**config.mk**
```make
export PLATFORM = sky130hd
export DESIGN_NAME = bullet_scheduler_flat
export DESIGN_NICKNAME = d
export VERILOG_FILES = /design/src/rtl/bullet_scheduler_if.sv /design/src/rtl/bullet_scheduler.sv /design/src/flat_wrapper.sv
export SDC_FILE = /design/constraint.sdc
export NUM_CORES = 1
export LEC_CHECK = 0
export ABC_CLOCK_PERIOD_IN_PS = 9250
export BUFFER_PORTS_ARGS = -buffer_cell sky130_fd_sc_hd__buf_2
export CAP_MARGIN = 40
export CORE_MARGIN = 2
export CORE_UTILIZATION = 35
export CTS_CLUSTER_SIZE = 24
export DETAILED_ROUTE_END_ITERATION = 8
export GPL_TIMING_DRIVEN = 0
export SLEW_MARGIN = 40
export SYNTH_ARGS = -nofsm -noshare
export SYNTH_HDL_FRONTEND = slang
export SYNTH_SLANG_ARGS = --single-unit
```
**constraint.sdc**
```tcl
create_clock -name Clk -period 9.25 [get_ports Clk]
set_input_delay 0.925 -clock Clk [delete_from_list [all_inputs] [get_ports Clk]]
set_output_delay 0.925 -clock Clk [all_outputs]
set_load 0.005 [all_outputs]
```
**src/rtl/bullet_scheduler_if.sv**
```systemverilog
// Bundle between the tank controllers/colour mapper (master) and the bullet scheduler (slave).
interface bullet_scheduler_if;
  logic [1:0] fire_req;
  logic [9:0] tank0_X;
  logic [9:0] tank0_Y;
  logic [9:0] tank1_X;
  logic [9:0] tank1_Y;
  logic [2:0] tank0_dir;
  logic [2:0] tank1_dir;
  logic [9:0] DrawX;
  logic [9:0] DrawY;
  logic [1:0] fire_grant;
  logic [1:0] fire_drop;
  logic [3:0] active_count;
  logic       is_bullet;
  logic       bullet_owner;
  logic [1:0] hit;

  modport master (
    output fire_req, tank0_X, tank0_Y, tank1_X, tank1_Y, tank0_dir, tank1_dir, DrawX, DrawY,
    input  fire_grant, fire_drop, active_count, is_bullet, bullet_owner, hit
  );

  modport slave (
    input  fire_req, tank0_X, tank0_Y, tank1_X, tank1_Y, tank0_dir, tank1_dir, DrawX, DrawY,
    output fire_grant, fire_drop, active_count, is_bullet, bullet_owner, hit
  );
endinterface

```
**src/rtl/bullet_scheduler.sv**
```systemverilog
// Shared bullet pool for two tanks: per-frame advance/retire, fire arbitration, per-pixel lookup.
// Define BULLET_HIT_EN to retire bullets that strike the opposing tank and pulse hit.
module bullet_scheduler #(
  parameter int         NUM_SLOTS   = 4,
  parameter logic [9:0] BULLET_STEP = 10'd4,
  parameter logic [9:0] BULLET_SIZE = 10'd8,
  parameter logic [9:0] TANK_SIZE   = 10'd32,
  parameter logic [5:0] COOLDOWN    = 6'd15,
  parameter logic [9:0] X_MAX       = 10'd639,
  parameter logic [9:0] Y_MAX       = 10'd479
) (
  input  logic             Clk,
  input  logic             Reset_n,
  input  logic             frame_clk,
  bullet_scheduler_if.slave bus
);

  localparam int         IW     = (NUM_SLOTS > 1) ? $clog2(NUM_SLOTS) : 1;
  localparam logic [9:0] MUZZLE = (TANK_SIZE - BULLET_SIZE) >> 1;

  function automatic logic dir_ok(input logic [2:0] d);
    return (d >= 3'd1) && (d <= 3'd4);
  endfunction

  // Edge tests widened to 11 bits so x/y near 1023 cannot wrap.
  function automatic logic leaves_screen(input logic [9:0] x, input logic [9:0] y, input logic [2:0] d);
    logic [10:0] far_x;
    logic [10:0] far_y;
    logic        res;
    far_x = {1'b0, x} + {1'b0, BULLET_STEP} + {1'b0, BULLET_SIZE};
    far_y = {1'b0, y} + {1'b0, BULLET_STEP} + {1'b0, BULLET_SIZE};
    case (d)
      3'd1:    res = (y < BULLET_STEP);
      3'd2:    res = (far_x > {1'b0, X_MAX});
      3'd3:    res = (x < BULLET_STEP);
      3'd4:    res = (far_y > {1'b0, Y_MAX});
      default: res = 1'b0;
    endcase
    return res;
  endfunction

  function automatic logic [19:0] step_pos(input logic [9:0] x, input logic [9:0] y, input logic [2:0] d);
    logic [9:0] nx;
    logic [9:0] ny;
    nx = x;
    ny = y;
    case (d)
      3'd1:    ny = y - BULLET_STEP;
      3'd2:    nx = x + BULLET_STEP;
      3'd3:    nx = x - BULLET_STEP;
      3'd4:    ny = y + BULLET_STEP;
      default: ;
    endcase
    return {nx, ny};
  endfunction

  function automatic logic [19:0] spawn_pos(input logic [9:0] tx, input logic [9:0] ty, input logic [2:0] d);
    logic [9:0] nx;
    logic [9:0] ny;
    nx = tx + MUZZLE;
    ny = ty + MUZZLE;
    case (d)
      3'd1:    ny = (ty >= BULLET_SIZE) ? ty - BULLET_SIZE : 10'd0;
      3'd2:    nx = tx + TANK_SIZE;
      3'd3:    nx = (tx >= BULLET_SIZE) ? tx - BULLET_SIZE : 10'd0;
      3'd4:    ny = ty + TANK_SIZE;
      default: ;
    endcase
    return {nx, ny};
  endfunction

  function automatic logic in_box(input logic [9:0] bx, input logic [9:0] by,
                                  input logic [9:0] px, input logic [9:0] py);
    logic [10:0] last_x;
    logic [10:0] last_y;
    last_x = {1'b0, bx} + {1'b0, BULLET_SIZE} - 11'd1;
    last_y = {1'b0, by} + {1'b0, BULLET_SIZE} - 11'd1;
    return (px >= bx) && ({1'b0, px} <= last_x) && (py >= by) && ({1'b0, py} <= last_y);
  endfunction

`ifdef BULLET_HIT_EN
  function automatic logic box_overlap(input logic [9:0] bx, input logic [9:0] by,
                                       input logic [9:0] tx, input logic [9:0] ty);
    return ({1'b0, bx} < {1'b0, tx} + {1'b0, TANK_SIZE}) &&
           ({1'b0, tx} < {1'b0, bx} + {1'b0, BULLET_SIZE}) &&
           ({1'b0, by} < {1'b0, ty} + {1'b0, TANK_SIZE}) &&
           ({1'b0, ty} < {1'b0, by} + {1'b0, BULLET_SIZE});
  endfunction
`endif

  logic fc_meta_q, fc_sync_q, fc_prev_q;
  logic tick;

  logic [NUM_SLOTS-1:0] act_q, act_d;
  logic [NUM_SLOTS-1:0] own_q, own_d;
  logic [9:0]           x_q   [NUM_SLOTS];
  logic [9:0]           x_d   [NUM_SLOTS];
  logic [9:0]           y_q   [NUM_SLOTS];
  logic [9:0]           y_d   [NUM_SLOTS];
  logic [2:0]           dir_q [NUM_SLOTS];
  logic [2:0]           dir_d [NUM_SLOTS];
  logic [9:0]           adv_x [NUM_SLOTS];
  logic [9:0]           adv_y [NUM_SLOTS];

  logic [5:0] cd_q [2];
  logic [5:0] cd_d [2];
  logic [1:0] fire_prev_q, fire_prev_d;
  logic       prio_q, prio_d;
  logic [1:0] grant_q, grant_d;
  logic [1:0] drop_q, drop_d;

  logic [NUM_SLOTS-1:0] off_w, cover_w, strike_w;
  logic [1:0]           elig;
  logic [IW-1:0]        first_free, second_free;
  logic                 have_one, have_two;
  logic [IW-1:0]        sel [2];
  logic [19:0]          spawn [2];
  logic [3:0]           count_w;
  logic                 owner_w;

  assign tick = fc_sync_q & ~fc_prev_q;

  for (genvar gi = 0; gi < NUM_SLOTS; gi++) begin : g_slot
    assign off_w[gi]                = leaves_screen(x_q[gi], y_q[gi], dir_q[gi]);
    assign {adv_x[gi], adv_y[gi]}   = step_pos(x_q[gi], y_q[gi], dir_q[gi]);
    assign cover_w[gi]              = act_q[gi] && in_box(x_q[gi], y_q[gi], bus.DrawX, bus.DrawY);
`ifdef BULLET_HIT_EN
    assign strike_w[gi] = act_q[gi] && !off_w[gi] &&
                          (own_q[gi] ? box_overlap(adv_x[gi], adv_y[gi], bus.tank0_X, bus.tank0_Y)
                                     : box_overlap(adv_x[gi], adv_y[gi], bus.tank1_X, bus.tank1_Y));
`else
    assign strike_w[gi] = 1'b0;
`endif
  end

  assign elig[0]  = bus.fire_req[0] && !fire_prev_q[0] && (cd_q[0] == 6'd0) && dir_ok(bus.tank0_dir);
  assign elig[1]  = bus.fire_req[1] && !fire_prev_q[1] && (cd_q[1] == 6'd0) && dir_ok(bus.tank1_dir);
  assign spawn[0] = spawn_pos(bus.tank0_X, bus.tank0_Y, bus.tank0_dir);
  assign spawn[1] = spawn_pos(bus.tank1_X, bus.tank1_Y, bus.tank1_dir);

  // Free slots are judged on pre-tick occupancy, so a slot retired this tick stays unusable.
  always_comb begin
    first_free  = '0;
    second_free = '0;
    have_one    = 1'b0;
    have_two    = 1'b0;
    for (int i = 0; i < NUM_SLOTS; i++) begin
      if (!act_q[i]) begin
        if (!have_one) begin
          first_free = IW'(i);
          have_one   = 1'b1;
        end else if (!have_two) begin
          second_free = IW'(i);
          have_two    = 1'b1;
        end
      end
    end
  end

  always_comb begin
    act_d       = act_q;
    own_d       = own_q;
    cd_d        = cd_q;
    fire_prev_d = fire_prev_q;
    prio_d      = prio_q;
    grant_d     = 2'b00;
    drop_d      = 2'b00;
    sel[0]      = first_free;
    sel[1]      = first_free;
    for (int i = 0; i < NUM_SLOTS; i++) begin
      x_d[i]   = x_q[i];
      y_d[i]   = y_q[i];
      dir_d[i] = dir_q[i];
    end

    if (tick) begin
      for (int i = 0; i < NUM_SLOTS; i++) begin
        if (act_q[i]) begin
          if (off_w[i] || strike_w[i]) begin
            act_d[i] = 1'b0;
          end else begin
            x_d[i] = adv_x[i];
            y_d[i] = adv_y[i];
          end
        end
      end

      case (elig)
        2'b01, 2'b10: begin
          if (have_one) grant_d = elig;
          else          drop_d  = elig;
        end
        2'b11: begin
          if (have_two) begin
            grant_d             = 2'b11;
            sel[prio_q]         = first_free;
            sel[~prio_q]        = second_free;
          end else if (have_one) begin
            grant_d[prio_q]     = 1'b1;
            drop_d[~prio_q]     = 1'b1;
            prio_d              = ~prio_q;
          end else begin
            drop_d              = 2'b11;
          end
        end
        default: ;
      endcase

      for (int p = 0; p < 2; p++) begin
        for (int i = 0; i < NUM_SLOTS; i++) begin
          if (grant_d[p] && (sel[p] == IW'(i))) begin
            act_d[i]          = 1'b1;
            own_d[i]          = p[0];
            {x_d[i], y_d[i]}  = spawn[p];
            dir_d[i]          = (p == 0) ? bus.tank0_dir : bus.tank1_dir;
          end
        end
        if (grant_d[p])           cd_d[p] = COOLDOWN;
        else if (cd_q[p] != 6'd0) cd_d[p] = cd_q[p] - 6'd1;
      end

      fire_prev_d = bus.fire_req;
    end
  end

  always_ff @(posedge Clk or negedge Reset_n) begin
    if (!Reset_n) begin
      fc_meta_q   <= 1'b0;
      fc_sync_q   <= 1'b0;
      fc_prev_q   <= 1'b0;
      act_q       <= '0;
      own_q       <= '0;
      fire_prev_q <= 2'b00;
      prio_q      <= 1'b0;
      grant_q     <= 2'b00;
      drop_q      <= 2'b00;
      cd_q[0]     <= 6'd0;
      cd_q[1]     <= 6'd0;
      for (int i = 0; i < NUM_SLOTS; i++) begin
        x_q[i]   <= 10'd0;
        y_q[i]   <= 10'd0;
        dir_q[i] <= 3'd0;
      end
    end else begin
      fc_meta_q   <= frame_clk;
      fc_sync_q   <= fc_meta_q;
      fc_prev_q   <= fc_sync_q;
      act_q       <= act_d;
      own_q       <= own_d;
      fire_prev_q <= fire_prev_d;
      prio_q      <= prio_d;
      grant_q     <= grant_d;
      drop_q      <= drop_d;
      cd_q[0]     <= cd_d[0];
      cd_q[1]     <= cd_d[1];
      for (int i = 0; i < NUM_SLOTS; i++) begin
        x_q[i]   <= x_d[i];
        y_q[i]   <= y_d[i];
        dir_q[i] <= dir_d[i];
      end
    end
  end

`ifdef BULLET_HIT_EN
  logic [1:0] hit_q, hit_d;

  // Any number of strikes on one tank in a tick collapses to a single pulse.
  always_comb begin
    hit_d = 2'b00;
    if (tick) begin
      for (int i = 0; i < NUM_SLOTS; i++) begin
        if (strike_w[i]) begin
          if (own_q[i]) hit_d[0] = 1'b1;
          else          hit_d[1] = 1'b1;
        end
      end
    end
  end

  always_ff @(posedge Clk or negedge Reset_n) begin
    if (!Reset_n) hit_q <= 2'b00;
    else          hit_q <= hit_d;
  end

  assign bus.hit = hit_q;
`else
  assign bus.hit = 2'b00;
`endif

  always_comb begin
    count_w = 4'd0;
    owner_w = 1'b0;
    for (int i = 0; i < NUM_SLOTS; i++) begin
      count_w = count_w + {3'b000, act_q[i]};
    end
    for (int i = NUM_SLOTS - 1; i >= 0; i--) begin
      if (cover_w[i]) owner_w = own_q[i];
    end
  end

  assign bus.fire_grant   = grant_q;
  assign bus.fire_drop    = drop_q;
  assign bus.active_count = count_w;
  assign bus.is_bullet    = |cover_w;
  assign bus.bullet_owner = owner_w;

endmodule

```
**src/flat_wrapper.sv**
```systemverilog
// flat-port wrapper written by rule: the top's interface ports become plain ports
module bullet_scheduler_flat 
#(
  parameter int         NUM_SLOTS   = 4,
  parameter logic [9:0] BULLET_STEP = 10'd4,
  parameter logic [9:0] BULLET_SIZE = 10'd8,
  parameter logic [9:0] TANK_SIZE   = 10'd32,
  parameter logic [5:0] COOLDOWN    = 6'd15,
  parameter logic [9:0] X_MAX       = 10'd639,
  parameter logic [9:0] Y_MAX       = 10'd479
)
  (Clk, Reset_n, frame_clk, bus_fire_req, bus_tank0_X, bus_tank0_Y, bus_tank1_X, bus_tank1_Y, bus_tank0_dir, bus_tank1_dir, bus_DrawX, bus_DrawY, bus_fire_grant, bus_fire_drop, bus_active_count, bus_is_bullet, bus_bullet_owner, bus_hit);
  bullet_scheduler_if bus_i ();
  input  logic Clk;
  input  logic Reset_n;
  input  logic frame_clk;
  input wire logic [$bits(bus_i.fire_req)-1:0] bus_fire_req;
  input wire logic [$bits(bus_i.tank0_X)-1:0] bus_tank0_X;
  input wire logic [$bits(bus_i.tank0_Y)-1:0] bus_tank0_Y;
  input wire logic [$bits(bus_i.tank1_X)-1:0] bus_tank1_X;
  input wire logic [$bits(bus_i.tank1_Y)-1:0] bus_tank1_Y;
  input wire logic [$bits(bus_i.tank0_dir)-1:0] bus_tank0_dir;
  input wire logic [$bits(bus_i.tank1_dir)-1:0] bus_tank1_dir;
  input wire logic [$bits(bus_i.DrawX)-1:0] bus_DrawX;
  input wire logic [$bits(bus_i.DrawY)-1:0] bus_DrawY;
  output wire logic [$bits(bus_i.fire_grant)-1:0] bus_fire_grant;
  output wire logic [$bits(bus_i.fire_drop)-1:0] bus_fire_drop;
  output wire logic [$bits(bus_i.active_count)-1:0] bus_active_count;
  output wire logic [$bits(bus_i.is_bullet)-1:0] bus_is_bullet;
  output wire logic [$bits(bus_i.bullet_owner)-1:0] bus_bullet_owner;
  output wire logic [$bits(bus_i.hit)-1:0] bus_hit;
  assign bus_i.fire_req = bus_fire_req;
  assign bus_i.tank0_X = bus_tank0_X;
  assign bus_i.tank0_Y = bus_tank0_Y;
  assign bus_i.tank1_X = bus_tank1_X;
  assign bus_i.tank1_Y = bus_tank1_Y;
  assign bus_i.tank0_dir = bus_tank0_dir;
  assign bus_i.tank1_dir = bus_tank1_dir;
  assign bus_i.DrawX = bus_DrawX;
  assign bus_i.DrawY = bus_DrawY;
  assign bus_fire_grant = bus_i.fire_grant;
  assign bus_fire_drop = bus_i.fire_drop;
  assign bus_active_count = bus_i.active_count;
  assign bus_is_bullet = bus_i.is_bullet;
  assign bus_bullet_owner = bus_i.bullet_owner;
  assign bus_hit = bus_i.hit;
  bullet_scheduler #(.NUM_SLOTS(NUM_SLOTS), .BULLET_STEP(BULLET_STEP), .BULLET_SIZE(BULLET_SIZE), .TANK_SIZE(TANK_SIZE), .COOLDOWN(COOLDOWN), .X_MAX(X_MAX), .Y_MAX(Y_MAX)) u_core (.Clk(Clk), .Reset_n(Reset_n), .frame_clk(frame_clk), .bus(bus_i));
endmodule
```
## Yosys cells after proc, flatten, opt, wreduce, memory -nomap -nowiden

Cells that the tools add are included.
W data, S select, Z words.

- Word-level logic and storage cells: 400
- Bits of input ports: 71
- Register bits after elaboration: 122

- Reductions and logical operators: 79
- Add/subtract/negate cells: 65
- $lt $le $gt $ge: 48
- Mux-type cells: 139
- Bitwise operators: 6
- Equality and inequality tests: 37

Operators with widths:

| cell | number |
|---|---|
| $mux W10 | 36 |
| $pmux W10 S2 | 12 |
| $add A10 B3 Y11 const B | 8 |
| $add A10 B4 Y11 const B | 8 |
| $add A11 B4 Y11 const B | 8 |
| $le A10 B11 Y1 | 8 |
| $sub A11 B1 Y11 const B | 8 |
| $add A10 B3 Y10 const B | 8 |
| $ge A10 B10 Y1 | 8 |
| $lt A10 B3 Y1 const B | 8 |
| $sub A10 B3 Y10 const B | 8 |
| $mux W2 | 23 |
| $gt A11 B10 Y1 const B | 4 |
| $gt A11 B9 Y1 const B | 4 |
| $mux W1 | 41 |
| $add A10 B4 Y10 const B | 4 |
| $add A10 B6 Y10 const B | 4 |
| $ge A10 B4 Y1 const B | 4 |
| $sub A10 B4 Y10 const B | 4 |
| $eq A3 B2 Y1 const B | 12 |
| $logic_and A1 B1 Y1 | 36 |
| $reduce_and A4 Y1 | 9 |
| $reduce_bool A4 Y1 | 8 |
| $mux W3 | 8 |
| other kinds (33) | 93 |

## Logic depth before layout (Yosys ltp)

- Depth in word-level cells: 16
- Gate-level depth with buffers: 18

## Worst setup path before layout

OpenSTA, ideal clock, no wires.

- Kind: input to register
- Start point: in bus_tank1_dir[0]
- End point: reg u_core.y_q[7] in the netlist's numbering
- Slack: 5.078 ns
- Buffers on the path: 4
- Stages: 16
- Data arrival time: 4.051 ns
- Setup time: 0.122 ns
- Cell sequence: buf_6 or3b_1 buf_2 nand2_1 nor3b_1 ha_1 clkbuf_1 nand2b_1 nor3_1 o32ai_2 o21bai_4 or3_4 a32oi_4 buf_6 nand2_1 a32o_1

- Cells in the longest elaborated chain, start to end: 10
- Elaborated cells on any way between the ends: 26

RTL lines:

| item | RTL line | RTL |
|---|---|---|
| from (decl) | flat_wrapper.sv:23 | `input wire logic [$bits(bus_i.tank1_dir)-1:0] bus_tank1_dir;` |
| $ge A3 B1 Y1 / $le A3 B3 Y1 (equally long branches) | bullet_scheduler.sv:22 | `return (d >= 3'd1) && (d <= 3'd4);` |
| $logic_and A1 B1 Y1 | bullet_scheduler.sv:22 |  |
| $logic_and A1 B1 Y1 | bullet_scheduler.sv:137 | `assign elig[1] = bus.fire_req[1] && !fire_prev_q[1] && (cd_q[1] == 6'd0) && dir_ok(bus.tank1_dir);` |
| $eq A2 B1 Y1 / $eq A2 B2 Y1 (equally long branches) | bullet_scheduler.sv:188 | `case (elig)` |
| $reduce_or A2 Y1 / $mux W4 (equally long branches) | bullet_scheduler.sv:188 |  |
| $pmux W2 S2 / $mux W4 (equally long branches) | bullet_scheduler.sv:188, bullet_scheduler.sv:176 |  |
| $mux W2 / $eq A2 B2 Y1 (equally long branches) | bullet_scheduler.sv:176, bullet_scheduler.sv:211 |  |
| $logic_and A1 B1 Y1 | bullet_scheduler.sv:211 | `if (grant_d[p] && (sel[p] == IW'(i))) begin` |
| $ne A3 B3 Y1 (no line) (tied with other cells) | -- |  |
| $reduce_and A4 Y1 (no line) / $mux W10 (equally long branches) | -- |  |
| to (signal, indexed assignment) | bullet_scheduler.sv:258 | `y_q[i] <= y_d[i];` |
| to (decl) | bullet_scheduler.sv:98 | `logic [9:0] y_q [NUM_SLOTS];` |

Parallel ways exist; a longest one is shown, timed or not. The select of a mux whose other input is x is not followed.
A chain may end at the register's enable or synchronous reset.

## Final worst setup path

- Start point: reg u_core.x_q[22] in the netlist's numbering
- End point: out bus_bullet_owner

- Cells in the longest elaborated chain, start to end: 9
- Elaborated cells on any way between the ends: 10

RTL lines:

| item | RTL line | RTL |
|---|---|---|
| from (decl) | bullet_scheduler.sv:96 | `logic [9:0] x_q [NUM_SLOTS];` |
| from (signal, indexed assignment) | bullet_scheduler.sv:257 | `x_q[i] <= x_d[i];` |
| $add A10 B4 Y11 | bullet_scheduler.sv:76 | `last_x = {1'b0, bx} + {1'b0, BULLET_SIZE} - 11'd1;` |
| $sub A11 B1 Y11 | bullet_scheduler.sv:76 |  |
| $le A10 B11 Y1 | bullet_scheduler.sv:78 | `return (px >= bx) && ({1'b0, px} <= last_x) && (py >= by) && ({1'b0, py} <= last_y);` |
| $logic_and A1 B1 Y1 (*) (3 in series) | bullet_scheduler.sv:78 |  |
| $logic_and A1 B1 Y1 (*) | bullet_scheduler.sv:126 | `assign cover_w[gi] = act_q[gi] && in_box(x_q[gi], y_q[gi], bus.DrawX, bus.DrawY);` |
| $mux W1 (*) (2 in series) | bullet_scheduler.sv:297 | `if (cover_w[i]) owner_w = own_q[i];` |
| to (decl) | flat_wrapper.sv:30 | `output wire logic [$bits(bus_i.bullet_owner)-1:0] bus_bullet_owner;` |

Mark *: on every way between the ends. The rest lies on a longest branch, timed or not.

==> metrics.txt <==
Clk Latency, worst-skew pair 0.44 ns; Worst-path clk slew 0.06 ns; Setup crit end kind output port; initial antenna violation count 0; Post-synth EDFFs 0; status complete, no violations; dominant cells by area after synthesis ha_1 (18%), dfrtp_1 (18%), xnor2_1 (6.1%); Layout Area Growth over Synthesis 11.2%; CP required around 8.3 ns; Synth Warn # 0; final setup violation count 0; Psw 0.738 mW; sequential share of power a little under a third; max_cap viols 0; hold-fix buffers at CTS 0; clk buf depth 2; Layout fillers 4945; drc violations 0; vias in the first global route around 16000; worst min-delay path category reg -> reg; routed vias approximately 17000; initial drt markers 1929; largest fanout on the critical path 10; final-report max-slew violation count 0; final period utilization between 60 and 70%; GR peak layer met2; H-tree Lvls 4; clk_skew 0.0103 ns; largest net degree at the start of global routing 66; global-route wire length before repair 98.1 mm; Clock power frac 35.2%; placed cells 2824; met2 GRT Util 40.1%; die height 223 µm; Num CTS Buffers 17; Avg Cell Area, Syn around 8 µm²; Resized Gates After CTS 0; gpl congestion 0.976; Arr. time, crit path roughly 4.7 ns; Least-Margin Pin Slew 0.927 ns; Net Sw Frac between 30% and 40%; Cell variety after synth 108; I/O pin total 83; CTS tree done; layout cells sized above 1 roughly 11%; mapped cell area 16800 µm²; Int Power 1.26 mW; Fmax ~0.18 GHz; Post-synth top flop dfrtp_1; Remaining Overflow, GRT 0; Logic pwr share around a third; post-synth top area share between 15 and 20%; routed len/inst ~23 µm; Pre-Repair DR Iteration Count 5; worst hold slack 0.353 ns; setup bufs post-CTS 0; Final Net Count around 2500; cells after synthesis 2132; Routed WL 64.4 mm; area leader, netlist ha_1; sequential area share after synthesis a little under a fifth; WS Path Type reg -> out; core area approximately 48000 µm²; vias per inst 6.09; final core utilization 39.3%; ANT cells 0; GRT Total Usage 25.4%; Root Driver clkbuf_16; Initial Utilization between 30% and 40%; Synth async-reset ratio 100%; Hold Vio Cnt, Final 0; # port buffers 72; DRT antenna net count 0; Lkg Pwr 7.91 nW; placement row count 80; flop and latch count out of synthesis 122; peak supply drop 0.101 mV; max_slew headroom 37.8%; min cycle time layout 5.65 ns; met3 Use GR 3.70%; setup TNS 0 ns; RSZ-0062 raised after global routing no; Finished Layout Cells around 2900; Final HPWL DP between 50 and 60 mm; Power Dens Cells 107 nW/µm²; Final Power 2.00 mW; startpoint types register; Sink Count between 100 and 150; Die ar. 49900 µm²; die width 223 µm; GR Util met1 35.0%
[layer usage]
layer / vias to the layer above / part of all wire (%)
li1: 8076 / -
met1: 8422 / 45
met2: 734 / 44
met3: 142 / 6.6
met4: 0 / 4.1
met5: - / 0
[sequential cells by signal, summed over array words and instances (netlist names)]
name and cells:
u_core.bus.fire_grant 2, u_core.fc_prev_q 1, u_core.prio_q 1, u_core.cd_q 12, u_core.fc_meta_q 1, u_core.y_q 40
u_core.fire_prev_q 2, u_core.x_q 40, u_core.act_q 4, u_core.bus.fire_drop 2, u_core.own_q 4, u_core.fc_sync_q 1
u_core.dir_q 12
[kinds of logic after synthesis]
kind of cell / synth area share [%]
multiplexers: 2.75
flip-flops: 18.1
XOR/XNOR: 6.86
AND/OR/NAND/NOR: 21.7
AO/OA/AOI/OAI: 25.8
other: 0.0223
adder cells (fa/ha/maj): 18.4
buffers and inverters: 6.43
[layout make-up]
cell class / count / area, µm² / share of cell area [%]
plain buffers: 117 / 568 / 3.03
clock buffers: 19 / 443 / 2.37
clock inverters: 12 / 150 / 0.802
inverters: 138 / 518 / 2.77
multi-input cells: 1757 / 12800 / 68.3
flip-flops and latches: 122 / 3050 / 16.3
well taps: 615 / 769 / 4.11
repair buffers: 75 / 430 / 2.30
[through the flow]
step / area (µm²) / setup WS, ns
floorplan: 16900 / 5.08
global placement: 18000 / 3.87
detailed placement: 18100 / 4.13
CTS: 18700 / 3.67
global route: 18700 / 3.39
finish: 18700 / 3.60
[power by group through the flow]
stage / clock (mW) / sequential (mW) / combinational [mW]
2_1_floorplan: 0 / 0.611 / 0.440
3_3_place_gp: 0 / 0.618 / 0.644
3_5_place_dp: 0 / 0.619 / 0.671
4_1_cts: 0.703 / 0.611 / 0.675
5_1_grt: 0.724 / 0.617 / 0.752
6_report: 0.702 / 0.612 / 0.683
[final timing paths]
kind / slack, ns / from / endpoint / cells after the start
hold / removal: 0.35 / u_core.fc_meta_q / u_core.fc_sync_q / 0
setup reg to reg: 4.82 / u_core.cd_q[0] / u_core.y_q[7] / 15
setup / recovery: 3.60 / u_core.x_q[22] / bus_bullet_owner / 16
hold reg to reg: 0.35 / u_core.fc_meta_q / u_core.fc_sync_q / 0
max in group asynchronous: 8.14 / Reset_n / u_core.y_q[9] / 3
min in group asynchronous: 0.44 / Reset_n / u_core.x_q[36] / 2
[synth_stat cells (7+ instances only)]
| master | instances |
|---|---|
| xnor2_1 | 118 |
| nand2_1 | 212 |
| inv_1 | 132 |
| a211oi_1 | 27 |
| a31oi_1 | 26 |
| a21oi_1 | 113 |
| a2111oi_0 | 8 |
| nor4_1 | 16 |
| o21ai_0 | 100 |
| a32o_1 | 17 |
| dfrtp_1 | 122 |
| nor3_1 | 72 |
| nor2_1 | 143 |
| buf_2 | 34 |
| xor2_1 | 14 |
| mux2_2 | 18 |
| o22ai_1 | 27 |
| ha_1 | 245 |
| a211o_1 | 11 |
| nand2b_1 | 27 |
| nand3_1 | 59 |
| mux2i_1 | 26 |
| nor2b_1 | 19 |
| o311ai_0 | 13 |
| clkbuf_1 | 64 |
| nor3b_1 | 19 |
| nand3b_1 | 11 |
| or3_1 | 21 |
| and3_1 | 12 |
| nand4_1 | 47 |
| a22oi_1 | 20 |
| o31ai_1 | 18 |
| or2_2 | 8 |
| a21boi_0 | 9 |
| or4_1 | 7 |
| a22o_1 | 22 |
| buf_4 | 12 |
| and2_1 | 12 |
| o211ai_1 | 37 |
| a31o_2 | 10 |
| a21o_1 | 20 |
| o21a_1 | 21 |
| o2111ai_1 | 8 |
[critical path, stage by stage (launching register included)]
cell and delay [ns]:
dfrtp_1 0.41, clkbuf_1 0.45, inv_1 0.22, ha_1 0.25
a21oi_1 0.43, nor3_1 0.11, xnor2_1 0.15, ha_1 0.30
a21o_1 0.18, a21oi_1 0.18, o21ai_0 0.11, nor3_1 0.20
o21bai_1 0.10, a211oi_1 0.51, nor2_1 0.12, a21oi_1 0.36
buf_2 0.20
[layout by cell type (no fill, tap or decap), types with 19 or more instances in the layout]
master    synthesis  final
o21a_1           21     21
a211oi_1         27     26
a31oi_1          26     26
nor2_1          143    142
a21oi_1         113    112
clkbuf_1         64     63
inv_1           132    132
nand4_1          47     47
xnor2_1         118    118
or3_1            21     21
nand2b_1         27     27
o21ai_0         100     96
ha_1            245    245
o211ai_1         37     37
mux2i_1          26     26
a21o_1           20     20
nand3_1          59     59
dfrtp_1         122    122
buf_2            34    106
a22oi_1          20     20
a22o_1           22     22
o22ai_1          27     27
nor2b_1          19     19
nand2_1         212    212
nor3_1           72     68
Note: power is estimated with default switching activity, not from simulation.
